$ cat src/rtl/mini_risc_pkg.sv
// Shared MINI-RISC pipeline types: opcode/reg-id widths, forwarding selects, control bundle.
// Pure declarations; no timing or flow-control behaviour of its own.
package mini_risc_pkg;

  localparam int OPC_W    = 5;
  localparam int REG_ID_W = 3;

  localparam logic [OPC_W-1:0] NOP_OPC = 5'b0;

  localparam logic [1:0] FWD_NONE = 2'b00;
  localparam logic [1:0] FWD_WB   = 2'b10;

  typedef struct packed {
    logic reg_write;
    logic mem_read;
    logic mem_write;
  } de_ctrl_t;

  // True when the writeback port is writing the register named by src.
  function automatic logic wb_hit(input logic                we,
                                  input logic [REG_ID_W-1:0] rd_w,
                                  input logic [REG_ID_W-1:0] src);
    return we && (rd_w == src);
  endfunction

endpackage

$ cat src/rtl/de_fwd_mux.sv
// Operand forwarding mux: picks the writeback value on FWD_WB, else the registered operand.
// Purely combinational, zero latency, no flow control.
module de_fwd_mux
  import mini_risc_pkg::*;
#(
  parameter int DATA_W = 16
) (
  input  logic [1:0]        sel,
  input  logic [DATA_W-1:0] reg_val,
  input  logic [DATA_W-1:0] wb_val,
  output logic [DATA_W-1:0] op_val
);

  // Reserved encodings 2'b01/2'b11 fall through to the registered operand.
  assign op_val = (sel == FWD_WB) ? wb_val : reg_val;

endmodule

$ cat src/rtl/de_pipe_reg.sv
// Decode->Execute register, 1-cycle latency; stall_D holds (with WB refresh), flush_D inserts a bubble.
// Optional DE_PERF_CNT_EN adds saturating stall_cnt/bubble_cnt outputs.
module de_pipe_reg
  import mini_risc_pkg::*;
#(
  parameter int               DATA_W = 16,
  parameter logic [OPC_W-1:0] NOP_OP = NOP_OPC
) (
  input  logic                clk,
  input  logic                rst,
  input  logic                stall_D,
  input  logic                flush_D,
  input  logic [1:0]          forward_A,
  input  logic [1:0]          forward_B,
  input  logic                valid_D,
  input  logic [OPC_W-1:0]    opcode_D,
  input  logic [REG_ID_W-1:0] rd_D,
  input  logic [REG_ID_W-1:0] source_reg1_D,
  input  logic [REG_ID_W-1:0] source_reg2_D,
  input  logic [DATA_W-1:0]   rs1_data_D,
  input  logic [DATA_W-1:0]   rs2_data_D,
  input  logic [DATA_W-1:0]   imm_D,
  input  logic                reg_write_D,
  input  logic                mem_read_D,
  input  logic                mem_write_D,
  input  logic [REG_ID_W-1:0] rd_W,
  input  logic                reg_write_W,
  input  logic [DATA_W-1:0]   result_W,
  output logic                valid_E,
  output logic [OPC_W-1:0]    opcode_E,
  output logic [REG_ID_W-1:0] rd_E,
  output logic [REG_ID_W-1:0] source_reg1_E,
  output logic [REG_ID_W-1:0] source_reg2_E,
  output logic                reg_write_E,
  output logic                mem_read_E,
  output logic                mem_write_E,
  output logic [DATA_W-1:0]   imm_E,
  output logic [DATA_W-1:0]   op_a_E,
  output logic [DATA_W-1:0]   op_b_E
`ifdef DE_PERF_CNT_EN
  ,
  output logic [15:0]         stall_cnt,
  output logic [15:0]         bubble_cnt
`endif
);

  de_ctrl_t          ctrl_d;
  de_ctrl_t          ctrl_q;
  logic [DATA_W-1:0] a_q;
  logic [DATA_W-1:0] b_q;

  assign ctrl_d      = '{reg_write: reg_write_D, mem_read: mem_read_D, mem_write: mem_write_D};
  assign reg_write_E = ctrl_q.reg_write;
  assign mem_read_E  = ctrl_q.mem_read;
  assign mem_write_E = ctrl_q.mem_write;

  // Flush wins over stall; operands and immediate are left alone in a bubble.
  always_ff @(posedge clk) begin
    if (rst) begin
      valid_E       <= 1'b0;
      opcode_E      <= NOP_OP;
      rd_E          <= '0;
      source_reg1_E <= '0;
      source_reg2_E <= '0;
      ctrl_q        <= '0;
      imm_E         <= '0;
      a_q           <= '0;
      b_q           <= '0;
    end else if (flush_D) begin
      valid_E       <= 1'b0;
      opcode_E      <= NOP_OP;
      rd_E          <= '0;
      source_reg1_E <= '0;
      source_reg2_E <= '0;
      ctrl_q        <= '0;
    end else if (stall_D) begin
      // A held instruction picks up writebacks to its sources so it never reads stale data.
      if (valid_E && wb_hit(reg_write_W, rd_W, source_reg1_E)) a_q <= result_W;
      if (valid_E && wb_hit(reg_write_W, rd_W, source_reg2_E)) b_q <= result_W;
    end else begin
      valid_E       <= valid_D;
      opcode_E      <= opcode_D;
      rd_E          <= rd_D;
      source_reg1_E <= source_reg1_D;
      source_reg2_E <= source_reg2_D;
      ctrl_q        <= ctrl_d;
      imm_E         <= imm_D;
      a_q           <= wb_hit(reg_write_W, rd_W, source_reg1_D) ? result_W : rs1_data_D;
      b_q           <= wb_hit(reg_write_W, rd_W, source_reg2_D) ? result_W : rs2_data_D;
    end
  end

  de_fwd_mux #(.DATA_W(DATA_W)) u_fwd_a (
    .sel     (forward_A),
    .reg_val (a_q),
    .wb_val  (result_W),
    .op_val  (op_a_E)
  );

  de_fwd_mux #(.DATA_W(DATA_W)) u_fwd_b (
    .sel     (forward_B),
    .reg_val (b_q),
    .wb_val  (result_W),
    .op_val  (op_b_E)
  );

`ifdef DE_PERF_CNT_EN
  always_ff @(posedge clk) begin
    if (rst) begin
      stall_cnt  <= '0;
      bubble_cnt <= '0;
    end else begin
      if (stall_D && !flush_D && (stall_cnt != 16'hFFFF)) stall_cnt <= stall_cnt + 16'd1;
      if (flush_D && (bubble_cnt != 16'hFFFF)) bubble_cnt <= bubble_cnt + 16'd1;
    end
  end
`endif

endmodule

$ cat config.mk
export PLATFORM = sky130hd
export DESIGN_NAME = de_pipe_reg
export DESIGN_NICKNAME = d
export VERILOG_FILES = /design/src/rtl/mini_risc_pkg.sv /design/src/rtl/de_fwd_mux.sv /design/src/rtl/de_pipe_reg.sv
export SDC_FILE = /design/constraint.sdc
export NUM_CORES = 1
export LEC_CHECK = 0
export CAP_MARGIN = 10
export CORE_MARGIN = 2
export CORE_UTILIZATION = 42
export CTS_CLUSTER_DIAMETER = 120
export DETAILED_ROUTE_END_ITERATION = 10
export GPL_TIMING_DRIVEN = 0
export PLACE_DENSITY = 0.81
export REMOVE_ABC_BUFFERS = 1
export SYNTH_ARGS = -nofsm -noshare
export SYNTH_HDL_FRONTEND = slang
export SYNTH_HIERARCHICAL = 1
export SYNTH_SLANG_ARGS = --single-unit
$ cat constraint.sdc
create_clock -name clk -period 2.1 [get_ports clk]
set_clock_uncertainty 0.1 [all_clocks]
set_input_delay 0.525 -clock clk [delete_from_list [all_inputs] [get_ports clk]]
set_output_delay 0.525 -clock clk [all_outputs]
set_load 0.02 [all_outputs]
==> results of run 1 <==
## timing repair
item                       4_1_cts  5_1_grt
buffers inserted                14        0
pin swaps                        4        1
setup endpoints to repair       90       48
cloned                           2        0
gates resized for setup        204       11
## metal layers
metal / wire length [µm] / share of wire, % / vias up / track usage (%)
met1: 4046 / 42 / 1421 / 25.06
met2: 4724 / 49 / 113 / 38.62
li1: - / - / 1466 / -
met5: 13 / 0.13 / - / 0
met3: 712 / 7.4 / 18 / 5.613
met4: 159 / 1.6 / 2 / 6.643
## placed cells by master (no fill, tap or decap), types with 2 or more instances in the layout
cell type        instances
clkbuf_1                 2
mux2_4                  23
dlygate4sd2_1            2
nor2b_4                  2
mux2i_1                 50
xor2_1                   6
buf_4                    4
buf_2                   13
a41oi_4                  2
nor2_1                  50
nand2_1                 32
dlymetal6s2s_1           8
buf_8                    2
a211oi_2                26
xnor2_1                  6
a211oi_1                 6
clkdlybuf4s50_1        111
buf_6                   29
o41ai_4                  2
clkbuf_8                10
a21oi_1                 16
dfxtp_1                 66
mux2_2                   9
buf_12                   8
## area by class of cell
type | instances | area, µm²
timing repair buffer | 178 | 1852
multi-input combinational | 234 | 1989
sequential | 66 | 1321
clock buffer | 12 | 145.1
tap | 105 | 131.4
fill | 647 | 2644
clock inverter | 4 | 51.30
## logic make-up (layout without fill, tap and decap cells)
group / count (synthesis) / after routing / synth area share [%]
and+or+nand+nor: 88 / 88 / 10.37
buffers and inverters: 24 / 194 / 6.400
muxes: 82 / 82 / 26.74
DFF: 66 / 66 / 37.75
AOI/OAI and AO/OA: 52 / 52 / 15.73
xor gates and xnor gates: 12 / 12 / 3.003
## cell usage after synthesis, types with 4 or more instances
cell type and n:
dfxtp_1 66, nor2_1 51, mux2i_1 50, nand2_1 32
a211oi_2 24, mux2_4 20, a21oi_1 16, mux2_2 12
a211oi_1 8, buf_2 6, buf_6 6, xnor2_1 6
xor2_1 6, clkbuf_1 5, buf_12 4
## critical path: stages
cell and delay [ns]:
buf_6 0.09, nor2b_4 0.14, buf_6 0.12, buf_12 0.12, mux2_4 0.31, buf_6 0.13
## sequential cells by signal, summed over array words and instances, names as in the netlist
signal / cells
a_q: 16
b_q: 16
imm_E: 16
mem_read_E: 1
mem_write_E: 1
opcode_E: 5
rd_E: 3
reg_write_E: 1
source_reg1_E: 3
source_reg2_E: 3
valid_E: 1
## how the worst max path moves through the flow
stage	start	endpoint	slack [ns]	cells past startpoint
6_report	forward_B[0]	op_b_E[13]	0.03	6
2_1_floorplan	flush_D	b_q[10]	-0.45	4
5_1_grt	result_W[12]	op_a_E[12]	0.001	3
4_1_cts	forward_A[1]	op_a_E[6]	-0.02	6
3_3_place_gp	reg_write_W	b_q[12]	-1.47	5
3_5_place_dp	stall_D	b_q[1]	-1.44	7
## power by group through the flow
| stage | Sequential (µW) | Clock, µW | Combinational, µW |
|---|---|---|---|
| floorplan | 1410 | 0 | 410 |
| CTS | 1360 | 1090 | 954 |
| detailed placement | 1380 | 0 | 890 |
| global route | 1360 | 1150 | 1000 |
| global placement | 1380 | 0 | 868 |
| finish | 1360 | 1070 | 939 |
## per-stage QoR
step	TNS, ns	worst slack, ns	util (%)	cell area [µm²]	cells
after floorplan	-11.53	-0.4538	-	3276	300
after global placement	-123.34	-1.472	61.45	4999	564
after CTS	-0.09016	-0.01756	67.76	5512	601
final	0	0.02857	67.50	5490	599
after detailed placement	-99.43	-1.440	62.24	5062	569
after global routing	0	0.001243	67.50	5490	599
==> impl_metrics.ini, run 1 <==
[layout]
area_growth_pct = 56.88
diodes = 0
finalNetCount = 583
drive_gt1_share_pct = 28.14

[grt]
grt_pass1_vias = 3125
grt_pass1_wl_um = 15120
antenna_found_initial = 1
grtUsageTotal_pct = 21.57
grt_max_degree = 31
grt-ovfl-total = 0

[critical_path]
r2r_cells = 6
r2r-end = a_q[11]
arrival_ns = 1.45
crit_path_max_fanout = 6
criticalPathCategory = input port to output port
r2r_start = valid_E
end_kind = output port
start_kind = input port
reg2reg_slack_ns = 0.39
cp.required_ns = 1.47

[yosys]
async_reset_ff_share_pct = 0
ys_seq_area_share_pct = 37.75
syn_area_mm2 = 0.003500
avgSynthCellArea_um2 = 10.80
synth_ff_type = dfxtp_1
ys_top_cells_by_area = dfxtp_1 38%, mux2i_1 14%, a211oi_2 8.6%
netlist_instances = 324
synth_top_area_cell = dfxtp_1
netlist.area_leader.share_pct = 37.75
yosys_warnings = 6
ys_types = 22
yosys_register_bits = 66
synth-edff-count = 0

[power]
power.leakage_uw = 0.002327
p_per_area_mw_per_mm2 = 612.3
clkPwrFrac_pct = 31.7
net-switching-power_uw = 944.6
finalPower_uw = 3362
peakVddDrop_v = 0.0003119
sw_frac_of_total_pct = 28.10
power_frac_seq_pct = 40.3
power_frac_comb_pct = 27.9
power.internal_uw = 2417

[detailed_routing]
wl_per_cell_um = 16.12
drtIter0Drc = 53
vias = 3020
drc = 0
final_antenna_net_count = 0
via_per_inst = 5.042
routed_wl_um = 9656
dr.pass1.iters = 4

[timing]
setup_viol = 0
min_period_ns = 2.071
rsz0062_at_grt = false
maxSlewHeadroom_pct = 55.64
finalHoldViolations = 0
final_max_slew_viol_count = 0
finalCritPeriodShare_pct = 98.64
timing.hold.ws_ns = 0.3548
fmax_ghz = 0.4828
worst_slew_pin_slew_ns = 0.6654

[clock_tree]
clkTransAtPathRegs_ns = 0.07
cts_root_buffer = clkbuf_8
cts_tree = built
numCtsBuffers = 9
ctsHoldBuffers = 0
cts.path.max_buffers = 2
htreeDepth = 3
cts.sinks = 66
clock_latency_ns = 0.33

[die]
num_rows = 33
start_util_pct = 43.02
die_w_um = 95.28
core_area_mm2 = 0.008134
die_h_um = 95.28
io_pins = 160
die-area_mm2 = 0.009078

[place]
dp.final_hpwl_um = 6663
io_buffers = 159
finalWeightedCongestion = 0.7458

[flow_run]
max-cap-violations = 0

[min_path]
hold_start = imm_E[0]
min_path_type = flop to flop
hold_depth = 2
min_to = imm_E[0]

[run_status]
status = completed
No activity file was read; power rests on OpenSTA's default activity.
==> inputs of run 2 (changes only) <==
- CORE_UTILIZATION: 42 -> 38
- PLACE_DENSITY: 0.81 -> 0.77
- clock period: 2.1 -> 1.9 ns (I/O delays scaled with it)
==> impl_metrics.ini, run 2 (synthesis results as in run 1) <==
[run_status]
status = finished with violations
violations = negative setup slack

[power]
power.leakage_uw = 0.002761
peakVddDrop_v = 0.0004246
power_frac_comb_pct = 26.8
net-switching-power_uw = 1077
sw_frac_of_total_pct = 26.92
power.internal_uw = 2924
p_per_area_mw_per_mm2 = 702.2
clkPwrFrac_pct = 35.7
power_frac_seq_pct = 37.5

[timing]
finalHoldViolations = 0
setup_viol = 32
fin_tns_setup_ns = -1.326
min_period_ns = 1.971
maxSlewHeadroom_pct = 33.12
finalCritPeriodShare_pct = 103.7
worst_slew_pin_slew_ns = 0.9996
fmax_ghz = 0.5074
final_max_slew_viol_count = 0
fin_ws_ns = -0.07078
rsz0062_at_grt = true

[layout]
finalNetCount = 585
post-route-util_pct = 62.86
final_cell_mix = 76 x clkdlybuf4s50_1, 66 x dfxtp_1, 51 x nor2_1, 49 x mux2i_1, 40 x buf_6
drive_gt1_share_pct = 29.44
final_common_cell = clkdlybuf4s50_1
diodes = 0
reg_top3 = a_q (16), b_q (16), imm_E (16)
area_growth_pct = 62.82
num-fill-cells = 747
layout.cells.non_filler = 607

[detailed_routing]
drc = 0
vias = 3028
drtIter0Drc = 48
final_antenna_net_count = 0
via_per_inst = 4.988
wl_per_cell_um = 16.45
dr.pass1.iters = 4
routed_wl_um = 9985

[clock_tree]
ctsHoldBuffers = 0
cts_root_buffer = clkbuf_8
cts_tree = built
numCtsBuffers = 9
clkTransAtPathRegs_ns = 0.07
clock_latency_ns = 0.33
cts.sinks = 66
cts.path.max_buffers = 2
htreeDepth = 3

[critical_path]
path_common_cell = buf_12
crit_path_max_fanout = 5
cp.required_ns = 1.32
start_kind = input port
arrival_ns = 1.40
cp_cell_sequence = buf_8 -> nor2b_4 -> buf_12 -> buf_12 -> mux2_4 -> buf_6
criticalPathCategory = input port to output port
cp_slowest_cell = mux2_4
r2r_cells = 6
max_stage_delay_ns = 0.31
end_kind = output port

[die]
core_area_mm2 = 0.009065
die-area_mm2 = 0.009993
start_util_pct = 38.61
die_w_um = 99.97
io_pins = 160
num_rows = 35
die_h_um = 99.97

[place]
dp.final_hpwl_um = 6883
finalWeightedCongestion = 0.7454
io_buffers = 159
placed_cells = 575

[flow_run]
max-cap-violations = 0

[grt]
grt_max_degree = 32
grt_pass1_vias = 3261
grt_util_met2_pct = 35.91
use_met1_pct = 21.97
grtUsageTotal_pct = 20.07
grtUsageMet3_pct = 5.641
antenna_found_initial = 0
grt-busiest-layer = met2
grt_pass1_wl_um = 15700
grt-ovfl-total = 0

[min_path]
min_path_type = flop to flop
hold_depth = 2
[run 2: changes by cell type in the layout (fill, tap and decap cells not counted), sizes merged]
cell	before	now
clkdlybuf4s50	111	76
dlymetal6s2s	8	25
dlygate4sd2	2	18
buf	56	59
bufinv	1	3
clkbuf	12	10
clkinv	2	4
clkinvlp	1	0
[run 2: what timing repair did]
item / 4_1_cts / 5_1_grt
buffers inserted: 15 / 1
gates resized for setup: 259 / 37
gates cloned: 2 / 0
endpoints found under the setup margin: 105 / 61
endpoints found under the hold margin: 0 / 0
pin swaps: 3 / 0
[run 2: final timing paths]
kind                            slack [ns]        end        startpoint
worst max-delay path                 -0.07  op_a_E[2]      forward_A[0]
worst min-delay path                  0.35  imm_E[15]         imm_E[15]
worst max register to register        0.18    b_q[10]  source_reg2_E[1]
worst min register to register        0.35  imm_E[15]         imm_E[15]
[run 2: per-layer routing]
layer,part of all wire [%],wire [µm],vias up
met2,51,5085,114
met3,6.3,629,23
met5,0,0,-
met1,40,3982,1425
li1,-,-,1466
met4,2.9,287,0
[run 2: layout make-up]
cell class / count / area (µm²) / area share (%)
Clock inverter: 7 / 117.6 / 2.064
Tap cell: 111 / 138.9 / 2.437
Timing Repair Buffer: 180 / 1954 / 34.30
Sequential cell: 66 / 1321 / 23.19
Clock buffer: 9 / 123.9 / 2.174
Multi-Input combinational cell: 234 / 2042 / 35.84
[run 2: stage by stage]
step / hold WS, ns / power [µW] / setup WS [ns] / instance area [µm²]
global placement: 0.3429 / 2483 / -1.580 / 5006
detailed placement: 0.3464 / 2514 / -1.491 / 5066
CTS: 0.3576 / 4042 / -0.1163 / 5639
floorplan: 0.3706 / 2010 / -0.6038 / 3276
finish: 0.3518 / 4001 / -0.07078 / 5698
global route: 0.3835 / 4177 / -0.08753 / 5698
[run 2: power by group through the flow]
stage,sequential [µW],clock [µW],combinational (µW)
finish,1500,1430,1070
global route,1510,1530,1140
CTS,1500,1460,1080
detailed placement,1530,0,984
global placement,1530,0,956
floorplan,1560,0,454
[run 2: critical path, delay by kind of cell]
| family | cells | cell delay, ns |
|---|---|---|
| buffers and inverters | 4 | 0.47 |
| AND/OR/NAND/NOR | 1 | 0.13 |
| multiplexers | 1 | 0.31 |
==> inputs of run 3 (changes only) <==
- SLEW_MARGIN: unset -> 0
==> results of run 3 <==
Same layout as run 2: the final DEF is identical, and so are final timing and power.
